==> config.mk <==
export PLATFORM = sky130hd
export DESIGN_NAME = hv_stream_out
export DESIGN_NICKNAME = d
export VERILOG_FILES = /design/src/rtl/hpu_stream_pkg.sv /design/src/rtl/hv_pingpong_buf.sv /design/src/rtl/hv_stream_out.sv
export SDC_FILE = /design/constraint.sdc
export NUM_CORES = 2
export LEC_CHECK = 0
export CORE_MARGIN = 2
export CORE_UTILIZATION = 45
export CTS_BUF_LIST = sky130_fd_sc_hd__clkbuf_16
export DETAILED_ROUTE_END_ITERATION = 10
export GPL_TIMING_DRIVEN = 1
export PLACE_DENSITY_LB_ADDON = 0.15
export SYNTH_ARGS = -nofsm -noshare
export SYNTH_HDL_FRONTEND = slang
export SYNTH_SLANG_ARGS = --single-unit
==> constraint.sdc <==
create_clock -name clk -period 56.1 [get_ports clk]
set_input_delay 5.61 -clock clk [delete_from_list [all_inputs] [get_ports clk]]
set_output_delay 5.61 -clock clk [all_outputs]
set_load 0.03 [all_outputs]
==> src/rtl/hpu_stream_pkg.sv <==
// Shared types and helpers for the hypervector output stream path.
package hpu_stream_pkg;

  localparam int unsigned OUT_W_DEFAULT = 64;

  typedef enum logic [1:0] {IDLE, RUN, FIN} hv_out_state_t;

  // Number of OUT_W-bit beats needed to carry one (dim+1)-bit hypervector.
  function automatic int unsigned beats(input int unsigned dim, input int unsigned out_w);
    return (dim + 1) / out_w;
  endfunction

endpackage

==> src/rtl/hv_pingpong_buf.sv <==
// Two-entry hypervector FIFO; exposes both the head and the entry behind it so
// the serializer can cross a vector boundary without a bubble.
module hv_pingpong_buf
  import hpu_stream_pkg::*;
#(
  parameter int unsigned W = 1024
) (
  input  logic         clk,
  input  logic         rst,
  input  logic         wr_en,
  input  logic [W-1:0] wr_data,
  input  logic         rd_free,
  output logic         full,
  output logic         empty,
  output logic [W-1:0] rd_data,
  output logic [W-1:0] rd_next_data
);

  logic [W-1:0] mem_q [2];
  logic         wr_ptr_q, rd_ptr_q;
  logic [1:0]   cnt_q, cnt_d;

  always_comb begin
    cnt_d = cnt_q;
    unique case ({wr_en, rd_free})
      2'b10:   cnt_d = cnt_q + 2'd1;
      2'b01:   cnt_d = cnt_q - 2'd1;
      default: cnt_d = cnt_q;
    endcase
  end

  always_ff @(posedge clk) begin
    if (rst) begin
      wr_ptr_q <= 1'b0;
      rd_ptr_q <= 1'b0;
      cnt_q    <= 2'd0;
    end else begin
      if (wr_en)   wr_ptr_q <= ~wr_ptr_q;
      if (rd_free) rd_ptr_q <= ~rd_ptr_q;
      cnt_q <= cnt_d;
    end
  end

  // Payload storage needs no reset; occupancy is tracked by cnt_q.
  always_ff @(posedge clk) begin
    if (wr_en) mem_q[wr_ptr_q] <= wr_data;
  end

  assign full         = (cnt_q == 2'd2);
  assign empty        = (cnt_q == 2'd0);
  assign rd_data      = mem_q[rd_ptr_q];
  assign rd_next_data = mem_q[~rd_ptr_q];

endmodule

==> src/rtl/hv_stream_out.sv <==
// Buffers finished hypervectors in a ping-pong pair and serializes them onto a
// 64-bit AXI4-Stream master, marking the last beat of the job with tlast.
module hv_stream_out
  import hpu_stream_pkg::*;
#(
  parameter int unsigned DIM   = 1023,
  parameter int unsigned OUT_W = OUT_W_DEFAULT,
  parameter int unsigned CNT_W = 30
) (
  input  logic             clk,
  input  logic             rst,
  input  logic             start,
  input  logic [CNT_W-1:0] num_vec,
  input  logic             in_valid,
  input  logic [DIM:0]     in_data,
  output logic             in_ready,
  output logic [OUT_W-1:0] out_tdata,
  output logic             out_tvalid,
  input  logic             out_tready,
  output logic             out_tlast,
  output logic             busy,
  output logic             done,
  output logic             overflow
);

  localparam int unsigned Beats = beats(DIM, OUT_W);
  localparam int unsigned BeatW = (Beats > 1) ? $clog2(Beats) : 1;
  localparam logic [BeatW-1:0] LastBeat = BeatW'(Beats - 1);

  hv_out_state_t    state_q, state_d;
  logic [CNT_W-1:0] num_vec_q, num_vec_d;
  logic [CNT_W-1:0] acc_cnt_q, acc_cnt_d;
  logic [CNT_W-1:0] emit_cnt_q, emit_cnt_d;
  logic [BeatW-1:0] beat_q, beat_d;
  logic             tvalid_q, tvalid_d;
  logic             tlast_q, tlast_d;
  logic [OUT_W-1:0] tdata_q, tdata_d;
  logic             overflow_q, overflow_d;

  logic             buf_full, buf_empty;
  logic [DIM:0]     buf_rd_data, buf_rd_next_data;

  logic             start_acc, hs, release_slot, accept, load;
  logic [DIM:0]     src;
  int unsigned      src_off;

  assign start_acc    = start && (state_q == IDLE);
  assign hs           = tvalid_q && out_tready;
  assign release_slot = hs && (beat_q == LastBeat);
  // A slot freed by this cycle's final beat may be refilled in the same cycle.
  assign in_ready     = (state_q == RUN) && (!buf_full || release_slot) &&
                        (acc_cnt_q < num_vec_q);
  assign accept       = in_valid && in_ready;

  hv_pingpong_buf #(
    .W (DIM + 1)
  ) u_buf (
    .clk          (clk),
    .rst          (rst),
    .wr_en        (accept),
    .wr_data      (in_data),
    .rd_free      (release_slot),
    .full         (buf_full),
    .empty        (buf_empty),
    .rd_data      (buf_rd_data),
    .rd_next_data (buf_rd_next_data)
  );

  // FSM state register.
  always_ff @(posedge clk) begin
    if (rst) state_q <= IDLE;
    else     state_q <= state_d;
  end

  // FSM next state.
  always_comb begin
    state_d = state_q;
    unique case (state_q)
      IDLE:    if (start) state_d = (num_vec == '0) ? FIN : RUN;
      RUN:     if (hs && tlast_q) state_d = FIN;
      FIN:     state_d = IDLE;
      default: state_d = IDLE;
    endcase
  end

  // FSM outputs.
  always_comb begin
    busy = (state_q == RUN);
    done = (state_q == FIN);
  end

  always_comb begin
    num_vec_d  = num_vec_q;
    acc_cnt_d  = acc_cnt_q;
    emit_cnt_d = emit_cnt_q;
    overflow_d = overflow_q;
    if (start_acc) begin
      num_vec_d  = num_vec;
      acc_cnt_d  = '0;
      emit_cnt_d = '0;
      overflow_d = 1'b0;
    end else begin
      if (accept)       acc_cnt_d  = acc_cnt_q + CNT_W'(1);
      if (release_slot) emit_cnt_d = emit_cnt_q + CNT_W'(1);
    end
    if (in_valid && !in_ready) overflow_d = 1'b1;
  end

  // Serializer: pick the vector feeding the next beat, looking through the buffer
  // to the incoming data so a fresh vector shows up one cycle after acceptance.
  always_comb begin
    tvalid_d = tvalid_q;
    beat_d   = beat_q;
    src      = buf_rd_data;
    load     = 1'b0;
    if (!tvalid_q || hs) begin
      if (tvalid_q && !release_slot) begin
        beat_d = beat_q + BeatW'(1);
        load   = 1'b1;
      end else begin
        beat_d = '0;
        if (release_slot && buf_full) begin
          src  = buf_rd_next_data;
          load = 1'b1;
        end else if (!release_slot && !buf_empty) begin
          load = 1'b1;
        end else if (accept) begin
          src  = in_data;
          load = 1'b1;
        end
      end
      tvalid_d = load;
    end
    src_off = 32'(beat_d) * OUT_W;
    tdata_d = load ? src[src_off +: OUT_W] : tdata_q;
    tlast_d = load ? ((beat_d == LastBeat) && (emit_cnt_d == num_vec_q - CNT_W'(1))) : tlast_q;
  end

  always_ff @(posedge clk) begin
    if (rst) begin
      num_vec_q  <= '0;
      acc_cnt_q  <= '0;
      emit_cnt_q <= '0;
      beat_q     <= '0;
      tvalid_q   <= 1'b0;
      tlast_q    <= 1'b0;
      tdata_q    <= '0;
      overflow_q <= 1'b0;
    end else begin
      num_vec_q  <= num_vec_d;
      acc_cnt_q  <= acc_cnt_d;
      emit_cnt_q <= emit_cnt_d;
      beat_q     <= beat_d;
      tvalid_q   <= tvalid_d;
      tlast_q    <= tlast_d;
      tdata_q    <= tdata_d;
      overflow_q <= overflow_d;
    end
  end

  assign out_tdata  = tdata_q;
  assign out_tvalid = tvalid_q;
  assign out_tlast  = tlast_q;
  assign overflow   = overflow_q;

endmodule
==> impl_metrics.sql <==
INSERT INTO impl_metrics (metric_group, metric, value, unit) VALUES
('status', 'outcome', 'finished, final reports clean', ''),
('logic_synthesis', 'synth_nets', '5841', ''),
('logic_synthesis', 'synth.yosys.warnings', '0', ''),
('logic_synthesis', 'synthXorXnorAreaFrac', '0.00964', ''),
('logic_synthesis', 'flip_flop_cell_with_the_highest_count_after_synthesis', 'edfxtp_1', ''),
('route', 'drt_pass1_iterations', '7', ''),
('run', 'timing.max_cap.violations', '0', ''),
('final_layout', 'areaGrowthSynthToFinish', '24.5', '%'),
('floorplanning', 'initial_utilization', '0.454', ''),
('min_path', 'timing.hold.worst.class', 'flip-flop to flip-flop', ''),
('power', 'max-vdd-ir-drop', '0.0000316', 'V'),
('floorplanning', 'die_area', '201000', 'um2'),
('critical_path', 'critical_path.cell_chain', 'clkdlybuf4s50_1, nand3_4, a2111oi_4, o2111ai_4, nor2_1, clkdlybuf4s50_1', ''),
('timing', 'worstMarginPinSlew', '1.19', 'ns'),
('placed_design', 'port_buffers', '1128', ''),
('critical_path', 'worstSetupStartpointType', 'input pin', ''),
('clock_tree', 'cts-buffers-inserted', '229', ''),
('final_layout', 'proportion_of_layout_cells_with_a_drive_suffix_above_1', '0.156', ''),
('logic_synthesis', 'synth-seq-cells', '2216', ''),
('floorplanning', 'core_region_area', '195000', 'um2'),
('route', 'wl_per_cell', '31.9', 'um'),
('grt', 'grt_start_max_net_pins', '172', ''),
('critical_path', 'critical_path_required', '50.49', 'ns'),
('timing', 'timing.max_slew.rel_slack', '0.185', ''),
('route', 'vias', '51200', ''),
('min_path', 'worst_hold_path.num_cells', '2', ''),
('critical_path', 'crit_path_max_fanout', '15', ''),
('timing', 'fin_skew', '0.0616', 'ns'),
('timing', 'final-hold-violation-count', '0', ''),
('route', 'drcViolationCount', '0', ''),
('logic_synthesis', 'yosysSeqAreaShare', '0.732', ''),
('critical_path', 'cp.depth', '6', ''),
('logic_synthesis', 'async_flop_share', '0', ''),
('logic_synthesis', 'post_synth_fa_ha_maj_area_fraction', '0.00480', ''),
('placed_design', 'globalplace.congestion', '0.855', ''),
('clock_tree', 'clkTransAtPathRegs', '0.06', 'ns'),
('logic_synthesis', 'ys_types', '77', ''),
('floorplanning', 'std_cell_rows', '162', ''),
('critical_path', 'crit_path_frequent_cell', 'clkdlybuf4s50_1', ''),
('logic_synthesis', 'synth_compound_gate_area_share', '0.0355', ''),
('grt', 'global_route.usage.total', '0.275', ''),
('critical_path', 'crit_path_end_kind', 'output port', ''),
('placed_design', 'detailedPlacementHpwl', '196000', 'um'),
('grt', 'grt_antenna_before_repair', '210', ''),
('grt', 'via_count_of_the_first_global_routing_pass', '51400', ''),
('timing', 'unrepaired_setup_endpoints_after_global_routing', 'false', ''),
('timing', 'final.period_utilization', '0.255', ''),
('logic_synthesis', 'synth_enable_flop_cells', '2048', ''),
('floorplanning', 'floorplan.die.height', '448', 'um'),
('clock_tree', 'tritoncts_num_sinks', '2216', ''),
('route', 'route.final.wire_length', '282000', 'um'),
('clock_tree', 'cts_max_path_buffers', '3', ''),
('logic_synthesis', 'postSynthCellCount', '4748', ''),
('timing', 'timing.final.setup_violations', '0', ''),
('logic_synthesis', 'avgSynthCellArea', '18.7', 'um2'),
('timing', 'max_freq', '0.0699', 'GHz'),
('critical_path', 'dominant_delay_contributor_by_cell_family_on_the_critical_path', 'buffers and inverters', ''),
('power', 'p_leak', '35.7', 'nW'),
('clock_tree', 'worst_skew_pair.late_latency', '0.86', 'ns'),
('clock_tree', 'post_cts_resized', '0', ''),
('critical_path', 'wp_buf_inv', '2', ''),
('floorplanning', 'die_width', '448', 'um'),
('clock_tree', 'root_buffer', 'clkbuf_16', ''),
('final_layout', 'finish.net_count', '7013', ''),
('logic_synthesis', 'synth_top_family_by_area', 'multiplexers', ''),
('logic_synthesis', 'post_synth_and_or_nand_nor_area_fraction', '0.0470', ''),
('timing', 'whs', '0.443', 'ns'),
('critical_path', 'cp_slowest_cell', 'clkdlybuf4s50_1', ''),
('route', 'initialDrtViolationCount', '5143', ''),
('critical_path', 'r2r_cells', '13', ''),
('timing', 'final_period_minus_worst_setup_slack', '14.31', 'ns');
-- flip-flops by register name, indices dropped and copies added (netlist names), named ones only --
name	count
u_buf.cnt_q	2
emit_cnt_q	30
beat_q	4
overflow	1
out_tlast	1
num_vec_q	30
u_buf.rd_ptr_q	1
state_q	2
out_tdata	64
acc_cnt_q	30
out_tvalid	1
u_buf.wr_ptr_q	1
u_buf.mem_q	2048
-- cells by family after synthesis --
group	after synthesis
buffers and inverters	327
multiplexers	744
AO/OA/AOI/OAI	436
adder cells (fa/ha/maj)	34
AND/OR/NAND/NOR	895
flip-flops	2216
XOR/XNOR	96
-- final timing paths --
| kind | end | start | slack [ns] |
|---|---|---|---|
| worst max register to register | u_buf.mem_q[0][637] | num_vec_q[21] | 48.97 |
| worst min-delay path | out_tdata[53] | out_tdata[53] | 0.44 |
| worst min register to register | out_tdata[53] | out_tdata[53] | 0.44 |
| worst max-delay path | in_ready | out_tready | 41.79 |
-- metal layers --
layer,up-vias,part of all wire,track usage
met5,-,0.0024,0
met4,102,0.045,0.129
met3,649,0.078,0.0685
met2,2140,0.52,0.473
met1,26400,0.36,0.324
li1,21900,-,-
-- power by group --
part	internal (W)	switching (W)	leakage [nW]	total, W
clock network	0.000799	0.000638	3.71	0.00144
logic	0.000142	0.000169	12.0	0.000311
registers	0.00187	0.0000181	19.9	0.00188
total	0.00281	0.000825	35.7	0.00363
-- final cells by class --
class                   count  area (um2)
diodes                     91         228
fillers                 15200       85100
clock inverters           193        1290
clock buffers             231        5780
well taps                2624        3280
flip-flops and latches   2216       64900
multi-input cells        2205       22600
inverters                  43         161
repair buffers           1225       12200
-- per-stage QoR --
step	worst slack, ns	cells	util	instance area [um2]	power (W)
6_report	41.79	8828	0.565	110000	0.00363
5_1_grt	41.68	8803	0.564	110000	0.00374
4_1_cts	41.76	8737	0.563	110000	0.00366
3_5_place_dp	41.75	8313	0.527	103000	0.00223
3_3_place_gp	41.78	8313	0.527	103000	0.00222
2_1_floorplan	4.14	4748	-	88600	0.00214
-- synthesized netlist by cell type (63+ instances only) --
library cell,number,area share
xnor2_1,71,0.0070
a21oi_1,86,0.0049
nand3_1,139,0.0078
clkbuf_1,184,0.0078
nand2_1,415,0.018
edfxtp_1,2048,0.69
a31oi_1,68,0.0048
mux4_2,512,0.13
nor2_1,147,0.0062
a221oi_1,63,0.0062
dfxtp_1,168,0.038
mux2i_1,231,0.026
-- tightest hold or removal path: stages, from the launching register on --
cell     delay [ns]
dfxtp_1        0.31
nand2_1        0.05
o21ai_1        0.05
-- cell usage in the layout (no fill, tap or decap), types with 38 or more instances in the layout --
master,instances
mux4_2,512
xnor2_1,71
a221oi_1,60
nand2_1,414
a221o_1,43
nor2_1,145
mux2i_1,231
a211oi_1,49
edfxtp_1,2048
a31oi_1,68
diode_2,91
inv_1,112
a21oi_1,85
nand4_1,43
nand3_1,137
clkbuf_16,231
dfxtp_1,166
nor3_1,38
clkdlybuf4s50_1,1127
clkinv_1,55
buf_4,86
Power figures use the tool's default switching activity.
